--- src/rtl/dm_port_arbiter.sv ---
// dm_port_arbiter: shares the single-port data memory between the CPU MEM
// stage (port 0) and a debug/loader port (port 1). Each access runs as a
// fixed latch -> access -> acknowledge sequence. Out-of-range and misaligned
// accesses complete with err set, and their writes are suppressed.
//
// Handshake: a requester raises reqN and holds its fields stable until it
// sees ackN. ackN is a one-cycle pulse in DONE. The requester must drop or
// renew reqN at the edge that ends DONE, because IDLE samples req afresh.
// rdataN is valid with ackN and holds until the next ack to that port.
module dm_port_arbiter #(
  parameter bit FIXED_PRIO = 1'b0,
  parameter int ADDR_WORDS = 128
) (
  input  logic        clk,
  input  logic        rst,
  input  logic        req0,
  input  logic        req1,
  input  logic        we0,
  input  logic        we1,
  input  logic        b0,
  input  logic        b1,
  input  logic        ext0,
  input  logic        ext1,
  input  logic [31:0] addr0,
  input  logic [31:0] addr1,
  input  logic [31:0] wdata0,
  input  logic [31:0] wdata1,
  output logic        ack0,
  output logic        ack1,
  output logic [31:0] rdata0,
  output logic [31:0] rdata1,
  output logic        err0,
  output logic        err1,
  output logic [31:0] dm_addr,
  output logic [31:0] dm_din,
  output logic        dm_we,
  output logic        dm_b,
  output logic        dm_ext,
  input  logic [31:0] dm_dout,
  output logic        busy,
  output logic        gnt_id,
  output logic [1:0]  dbg_state
);

  typedef enum logic [1:0] {
    S_IDLE = 2'd0,
    S_BUSY = 2'd1,
    S_DONE = 2'd2
  } state_t;

  localparam logic [31:0] WORDS_L = 32'(ADDR_WORDS);

  state_t      state;
  logic        last_gnt;
  logic        we_l;
  logic        bad;

  logic        pick;
  logic        any_req;
  logic [31:0] sel_addr;
  logic [31:0] sel_wdata;
  logic        sel_we;
  logic        sel_b;
  logic        sel_ext;
  logic        sel_bad;

  assign dbg_state = state;

  // Grant decision and mux of the winning port's fields for the IDLE latch
  always_comb begin
    any_req = req0 | req1;
    pick    = 1'b0;
    if (req0 && req1) begin
      pick = FIXED_PRIO ? 1'b0 : ~last_gnt;
    end else begin
      pick = req1;
    end
    sel_addr  = pick ? addr1  : addr0;
    sel_wdata = pick ? wdata1 : wdata0;
    sel_we    = pick ? we1    : we0;
    sel_b     = pick ? b1     : b0;
    sel_ext   = pick ? ext1   : ext0;
    sel_bad   = ({2'b00, sel_addr[31:2]} >= WORDS_L) |
                (~sel_b & (sel_addr[1:0] != 2'b00));
  end

  // Write strobe only in BUSY; reset kills an in-flight write immediately
  assign dm_we = (state == S_BUSY) & we_l & ~bad & ~rst;

  // Transaction sequencer with registered ack/err/rdata and dm_* fields
  always_ff @(posedge clk) begin
    if (rst) begin
      state    <= S_IDLE;
      last_gnt <= 1'b1;
      gnt_id   <= 1'b0;
      we_l     <= 1'b0;
      bad      <= 1'b0;
      busy     <= 1'b0;
      ack0     <= 1'b0;
      ack1     <= 1'b0;
      err0     <= 1'b0;
      err1     <= 1'b0;
      rdata0   <= 32'h0;
      rdata1   <= 32'h0;
      dm_addr  <= 32'h0;
      dm_din   <= 32'h0;
      dm_b     <= 1'b0;
      dm_ext   <= 1'b0;
    end else begin
      case (state)
        S_IDLE: begin
          if (any_req) begin
            dm_addr  <= sel_addr;
            dm_din   <= sel_wdata;
            dm_b     <= sel_b;
            dm_ext   <= sel_ext;
            we_l     <= sel_we;
            bad      <= sel_bad;
            gnt_id   <= pick;
            last_gnt <= pick;
            busy     <= 1'b1;
            state    <= S_BUSY;
          end
        end
        S_BUSY: begin
          // Stores also capture dout, which reflects the negedge write
          if (gnt_id) begin
            rdata1 <= bad ? 32'h0 : dm_dout;
            ack1   <= 1'b1;
            err1   <= bad;
          end else begin
            rdata0 <= bad ? 32'h0 : dm_dout;
            ack0   <= 1'b1;
            err0   <= bad;
          end
          state <= S_DONE;
        end
        S_DONE: begin
          ack0  <= 1'b0;
          ack1  <= 1'b0;
          err0  <= 1'b0;
          err1  <= 1'b0;
          busy  <= 1'b0;
          state <= S_IDLE;
        end
        default: begin
          state <= S_IDLE;
        end
      endcase
    end
  end

endmodule

--- config.mk ---
export PLATFORM = sky130hd
export DESIGN_NAME = dm_port_arbiter
export DESIGN_NICKNAME = d
export VERILOG_FILES = /design/src/rtl/dm_port_arbiter.sv
export SDC_FILE = /design/constraint.sdc
export NUM_CORES = 1
export LEC_CHECK = 0
export ABC_AREA = 1
export CAP_MARGIN = 0
export CORE_ASPECT_RATIO = 0.9
export CORE_UTILIZATION = 42
export DETAILED_ROUTE_END_ITERATION = 8
export PLACE_DENSITY = 0.92
export SLEW_MARGIN = 20
export SYNTH_ARGS = -nofsm -noshare
export SYNTH_HDL_FRONTEND = slang
export SYNTH_SLANG_ARGS = --single-unit
--- constraint.sdc ---
create_clock -name clk -period 2.4 [get_ports clk]
set_input_delay 0.36 -clock clk [delete_from_list [all_inputs] [get_ports clk]]
set_output_delay 0.36 -clock clk [all_outputs]
set_load 0.01 [all_outputs]
==> results of run 1 <==
==> final cells by class <==
type                       instances  share of cell area, %
inverter                          35                   1.37
antenna                            3                 0.0785
sequential                       141                   29.5
clock inverter                    13                   2.20
multi-input combinational        533                   25.4
clock buffer                      19                   4.63
timing repair buffer             328                   34.6
tap                              164                   2.15
==> Yosys cell counts <==
cell,instances,share of area (%)
nand3_1,17,1.5
a21oi_1,81,7.2
nor2_4,1,0.20
buf_1,1,0.066
clkinv_1,1,0.066
or2_2,1,0.11
inv_1,32,2.1
clkbuf_1,31,2.1
nand2_2,2,0.22
nand2_1,224,15
a31oi_1,55,6.1
buf_6,2,0.40
buf_2,25,2.2
o21ai_0,109,9.6
inv_2,2,0.13
dfxtp_1,141,50
nand3b_1,3,0.40
nor3_1,1,0.088
nor2_1,36,2.4
and3_1,1,0.11
o21ai_1,2,0.18
buf_4,1,0.13
==> metrics by stage <==
stage	hold slack (ns)	setup WS [ns]	power [uW]
2_1_floorplan	0.449	0.967	3280
6_report	0.459	0.256	7010
4_1_cts	0.462	0.225	7050
5_1_grt	0.482	0.102	7300
3_3_place_gp	0.448	0.249	4090
3_5_place_dp	0.453	0.261	4130
==> per-layer routing <==
metal	global-route usage, %	part of all wire [%]	vias to the layer above
met2	50.3	50	323
met3	9.20	8.0	64
met4	17.8	5.1	0
met5	0	0	-
met1	31.0	37	3034
li1	-	-	3153
==> logic make-up after synthesis <==
| family | after synthesis | share of synthesized area [%] |
|---|---|---|
| and+or+nand+nor | 286 | 19.9 |
| AOI/OAI and AO/OA | 247 | 23.1 |
| DFF | 141 | 49.9 |
| buffers and inverters | 95 | 7.19 |
==> power groups by stage <==
stage	registers, uW	logic [uW]	clock network [uW]
floorplan	2770	507	0
global placement	2680	1410	0
detailed placement	2690	1440	0
CTS	2640	1460	2950
global route	2670	1570	3070
finish	2640	1450	2910
==> state kept, by name, indices dropped and copies added (netlist names), 2 cells and up <==
name / cells
dm_din: 32
rdata1: 32
rdata0: 32
dm_addr: 32
dbg_state: 2
==> tightest hold or removal path, delay by kind of cell (launching register included) <==
kind            cells  cell delay (ns)
flops               1             0.31
simple gates        1             0.06
compound gates      1             0.05
==> worst max path at each step <==
stage	from	end	slack (ns)	depth (start not counted)
after floorplan	bad$_SDFFE_PP0P_	dm_we	0.97	4
after global routing	dbg_state[0]$_SDFFE_PP0P_	dm_we	0.10	4
after global placement	rst	dm_we	0.25	4
after CTS	dbg_state[0]$_SDFFE_PP0P_	dm_we	0.23	4
after detailed placement	rst	dm_we	0.26	4
final	dbg_state[0]$_SDFFE_PP0P_	dm_we	0.26	4
==> impl_metrics.json, run 1 <==
{
  "final_cell_area_um2": 9560,
  "drc": 0,
  "row_count": 39,
  "fmax_mhz": 466,
  "start_util_pct": 43.8,
  "drt_wl_total_um": 20300,
  "fp.dieH_um": 112,
  "hpwlAfterDp_um": 14000,
  "cts_resized": 0,
  "seq_area_um2": 2820,
  "path_clk_slew_ns": 0.06,
  "dp.cells": 1201,
  "utilization_pct": 73.9,
  "io_pins": 309,
  "synth_cells": 769,
  "power_density_nw_per_um2": 733,
  "r2r_cells": 8,
  "hold_violations": 0,
  "root_buffer": "clkbuf_16",
  "placed_cell_area_um2": 8900,
  "slowest_stage": "clkdlybuf4s50_1",
  "core_um2": 12900,
  "io_buffer_count": 308,
  "status": "finished, final reports clean",
  "detail_route.iter0.violations": 575,
  "place.gp.congestion": 0.841,
  "combPwrFrac_pct": 20.8,
  "setup_viol": 0,
  "reg2reg_to": "rdata0[18]$_SDFFE_PP0P_",
  "avgViaCountPerCell": 5.32,
  "fp.dieW_um": 124,
  "crit_path_cell_trace": "inv_1 > nor3_1 > and3_1 > clkdlybuf4s50_1",
  "power_frac_seq_pct": 37.7,
  "cts_buffer_depth": 2,
  "hold_class": "reg2reg",
  "multi_input_area_um2": 2430,
  "nets": 1226,
  "power.switching_uw": 1810,
  "area_growth_pct": 68.9,
  "grt_usage_pct": 29.1,
  "vdd_drop_max_mv": 0.578,
  "finalMaxSlewViolations": 0,
  "fin_worst_skew_ns": 0.0108,
  "fillerInstances": 909,
  "cts.htree.levels": 4,
  "worstHoldStart": "ack0$_SDFFE_PP0P_",
  "cp_slowest_stage_delay_ns": 0.60,
  "reg2reg_setup_slack_ns": 0.69,
  "max_slew_margin_pct": 69.4,
  "grt_pass1_wl_um": 32400,
  "synth-seq-area-share_pct": 49.9,
  "critPathLaunchType": "flop",
  "clk_latency_ns": 0.42,
  "path_delay_family": "buffers and inverters",
  "finalCritPeriodShare_pct": 89.3,
  "rsz0062_at_grt": "false",
  "grt_max_degree": 66,
  "whs_endpoint": "ack0$_SDFFE_PP0P_",
  "switching_share_pct": 25.9,
  "clock_sinks": 141,
  "syn_area_um2": 5660,
  "vias": 6574,
  "dr.pass1.iters": 5,
  "arrival_ns": 1.78,
  "path_buf_inv": 2,
  "tns_ns": 0,
  "avgSynthCellArea_um2": 7.36,
  "wl_per_cell_um": 16.4,
  "grt_pass1_vias": 6418,
  "cts_tree": "built",
  "antenna_found_initial": 3,
  "drv_cap": 0,
  "die-area_um2": 13900,
  "postSynthNetCount": 939,
  "p_clk_share_pct": 41.5,
  "post_cts_buffers": 0,
  "final_cells": 1236,
  "cts_buffers": 17,
  "min_path_cells": 2,
  "final_cell_mix": "clkdlybuf4s50_1 (308), nand2_1 (224), dfxtp_1 (141)",
  "worstReg2RegStart": "dbg_state[0]$_SDFFE_PP0P_",
  "synthDistinctLibCells": 22,
  "ant_nets": 0,
  "yosysWarnings": 0,
  "min_period_ns": 2.14,
  "internal_power_uw": 5190,
  "worst-setup-path-type": "reg2out",
  "crit_fanout": 3,
  "grt_overflow_total": 0,
  "end_kind": "output port",
  "hold_buffers": 0,
  "drive_gt1_share_pct": 5.43,
  "cp.required_ns": 2.04,
  "final_common_cell": "clkdlybuf4s50_1",
  "p_leak_uw": 0.00380,
  "tightest_slew_ns": 0.459,
  "ys_ff_latch": 141
}
Power figures use the tool's default switching activity.
==> inputs of run 2 (changes only) <==
- CORE_ASPECT_RATIO: 0.9 -> default
- CORE_UTILIZATION: 42 -> 40
- PLACE_DENSITY: 0.92 -> 0.88
==> run 2 against run 1 <==
  * Worst hold slack better by 0.0040 ns
  * Wire length is 4.2% lower
  * Via count is 4.0% lower
  * Highest routed layer unchanged
==> impl_metrics.json, run 2 (synthesis results as in run 1) <==
{
  "wl_met3_um": 1390,
  "detail_route.iter0.violations": 409,
  "critPathLaunchType": "input pin",
  "ant_nets": 0,
  "reg2reg_to": "rdata0[31]$_SDFFE_PP0P_",
  "hpwlAfterDp_um": 13600,
  "cts_buffer_depth": 2,
  "start_util_pct": 40.9,
  "grt_usage_pct": 26.7,
  "vias": 6309,
  "p_leak_uw": 0.00379,
  "switching_share_pct": 25.3,
  "place.gp.congestion": 0.911,
  "cts_tree": "built",
  "internal_power_uw": 5160,
  "cts_buffers": 17,
  "io_pins": 309,
  "setup_viol": 0,
  "wl_per_cell_um": 15.6,
  "grt_pass1_wl_um": 30300,
  "fmax_mhz": 452,
  "hold_class": "reg2reg",
  "root_buffer": "clkbuf_16",
  "antenna_found_initial": 0,
  "final_cell_mix": "clkdlybuf4s50_1 (308), nand2_1 (224), dfxtp_1 (141)",
  "worstReg2RegStart": "dbg_state[0]$_SDFFE_PP0P_",
  "antenna-diode-count": 0,
  "area_growth_pct": 68.2,
  "arrival_ns": 1.85,
  "drt_wl_total_um": 19500,
  "min_path_cells": 2,
  "r2r_cells": 8,
  "tightest_slew_ns": 0.447,
  "power_density_nw_per_um2": 726,
  "fp.dieW_um": 121,
  "dr.pass1.iters": 4,
  "reg2reg_setup_slack_ns": 0.66,
  "worst-setup-path-type": "in2out",
  "highest-signal-layer": "met4",
  "grt_max_degree": 110,
  "max_slew_margin_pct": 70.2,
  "grt_pass1_vias": 6025,
  "path_clk_slew_ns": 0.05,
  "cp.required_ns": 2.04,
  "vdd_drop_max_mv": 0.442,
  "hold_violations": 0,
  "p_clk_share_pct": 41.1,
  "fin_worst_skew_ns": 0.00973,
  "nets": 1223,
  "placed_cell_area_um2": 8880,
  "post_cts_buffers": 0,
  "core_um2": 13800,
  "min_period_ns": 2.21,
  "crit_fanout": 2,
  "clk_latency_ns": 0.42,
  "drt-met1-wl_um": 7830,
  "finalCritPeriodShare_pct": 92.3,
  "final_cell_area_um2": 9520,
  "rsz0062_at_grt": "false",
  "cts.htree.levels": 4,
  "io_buffer_count": 308,
  "slowest_stage": "clkdlybuf4s50_1",
  "drv_cap": 0,
  "final_common_cell": "clkdlybuf4s50_1",
  "drc": 0,
  "cp_slowest_stage_delay_ns": 0.58,
  "drive_gt1_share_pct": 4.98,
  "power_frac_seq_pct": 38.3,
  "crit_path_frequent_cell": "clkdlybuf4s50_1",
  "status": "finished, final reports clean",
  "cts_resized": 0,
  "avgViaCountPerCell": 5.07,
  "clock_sinks": 141,
  "end_kind": "output port",
  "hold_buffers": 0,
  "tns_ns": 0,
  "combPwrFrac_pct": 20.6,
  "grt_overflow_total": 0,
  "whs_endpoint": "err0$_SDFFE_PP0P_",
  "row_count": 43,
  "power.switching_uw": 1750,
  "die-area_um2": 14600,
  "route.met2.wl_um": 9590,
  "crit_path_cell_trace": "clkdlybuf4s50_1 > nor3_1 > and3_1 > clkdlybuf4s50_1",
  "finalMaxSlewViolations": 0,
  "fp.dieH_um": 121,
  "worstHoldStart": "err0$_SDFFE_PP0P_"
}
## run 2: cell count changes in the layout (fill, tap and decap cells not counted), moves of 2 or more
cell,before,now
buf_4,14,12
clkinv_2,1,3
diode_2,3,0
clkinvlp_4,5,0
clkinv_4,0,3
inv_6,2,0
## run 2: per-layer routing
layer	vias up	GRT usage [%]
met1	2875	29.9
met3	46	8.04
met2	252	46.3
met4	0	12.5
li1	3136	-
met5	-	0
## run 2: critical path, delay by kind of cell
family / cells / cell delay [ns]
buffers and inverters: 2 / 1.03
and+or+nand+nor: 2 / 0.46
## run 2: final cells by class
class                           count  area [um2]
Tap cell                          180         225
Inverter                           35         131
Clock inverter                     11         191
Sequential cell                   141        2820
Clock buffer                       20         447
Multi-Input combinational cell    533        2430
Timing Repair Buffer              325        3270
Fill cell                        1105        4310
## run 2: power groups by stage
stage	Sequential [uW]	Clock [uW]	Combinational [uW]
floorplan	2770	0	507
detailed placement	2690	0	1420
finish	2650	2840	1420
CTS	2650	2890	1430
global route	2670	2980	1550
global placement	2680	0	1400
## run 2: worst max path at each step
| stage | startpoint | endpoint | slack [ns] | depth (start not counted) |
|---|---|---|---|---|
| final | rst | dm_we | 0.19 | 4 |
| after global routing | rst | dm_we | 0.11 | 4 |
| after floorplan | bad$_SDFFE_PP0P_ | dm_we | 0.97 | 4 |
| after CTS | rst | dm_we | 0.19 | 4 |
| after detailed placement | rst | dm_we | 0.19 | 4 |
| after global placement | rst | dm_we | 0.19 | 4 |
## run 2: through the flow
step                      hold slack (ns)  setup slack, ns  utilization [%]  cells  total power, uW
after global placement              0.449            0.194             64.2   1214             4080
after floorplan                     0.449            0.967                -    769             3280
after global routing                0.481            0.115             68.9   1245             7200
after detailed placement            0.455            0.193             64.2   1214             4110
after CTS                           0.464            0.188             68.9   1245             6960
final                               0.463            0.185             68.9   1245             6910
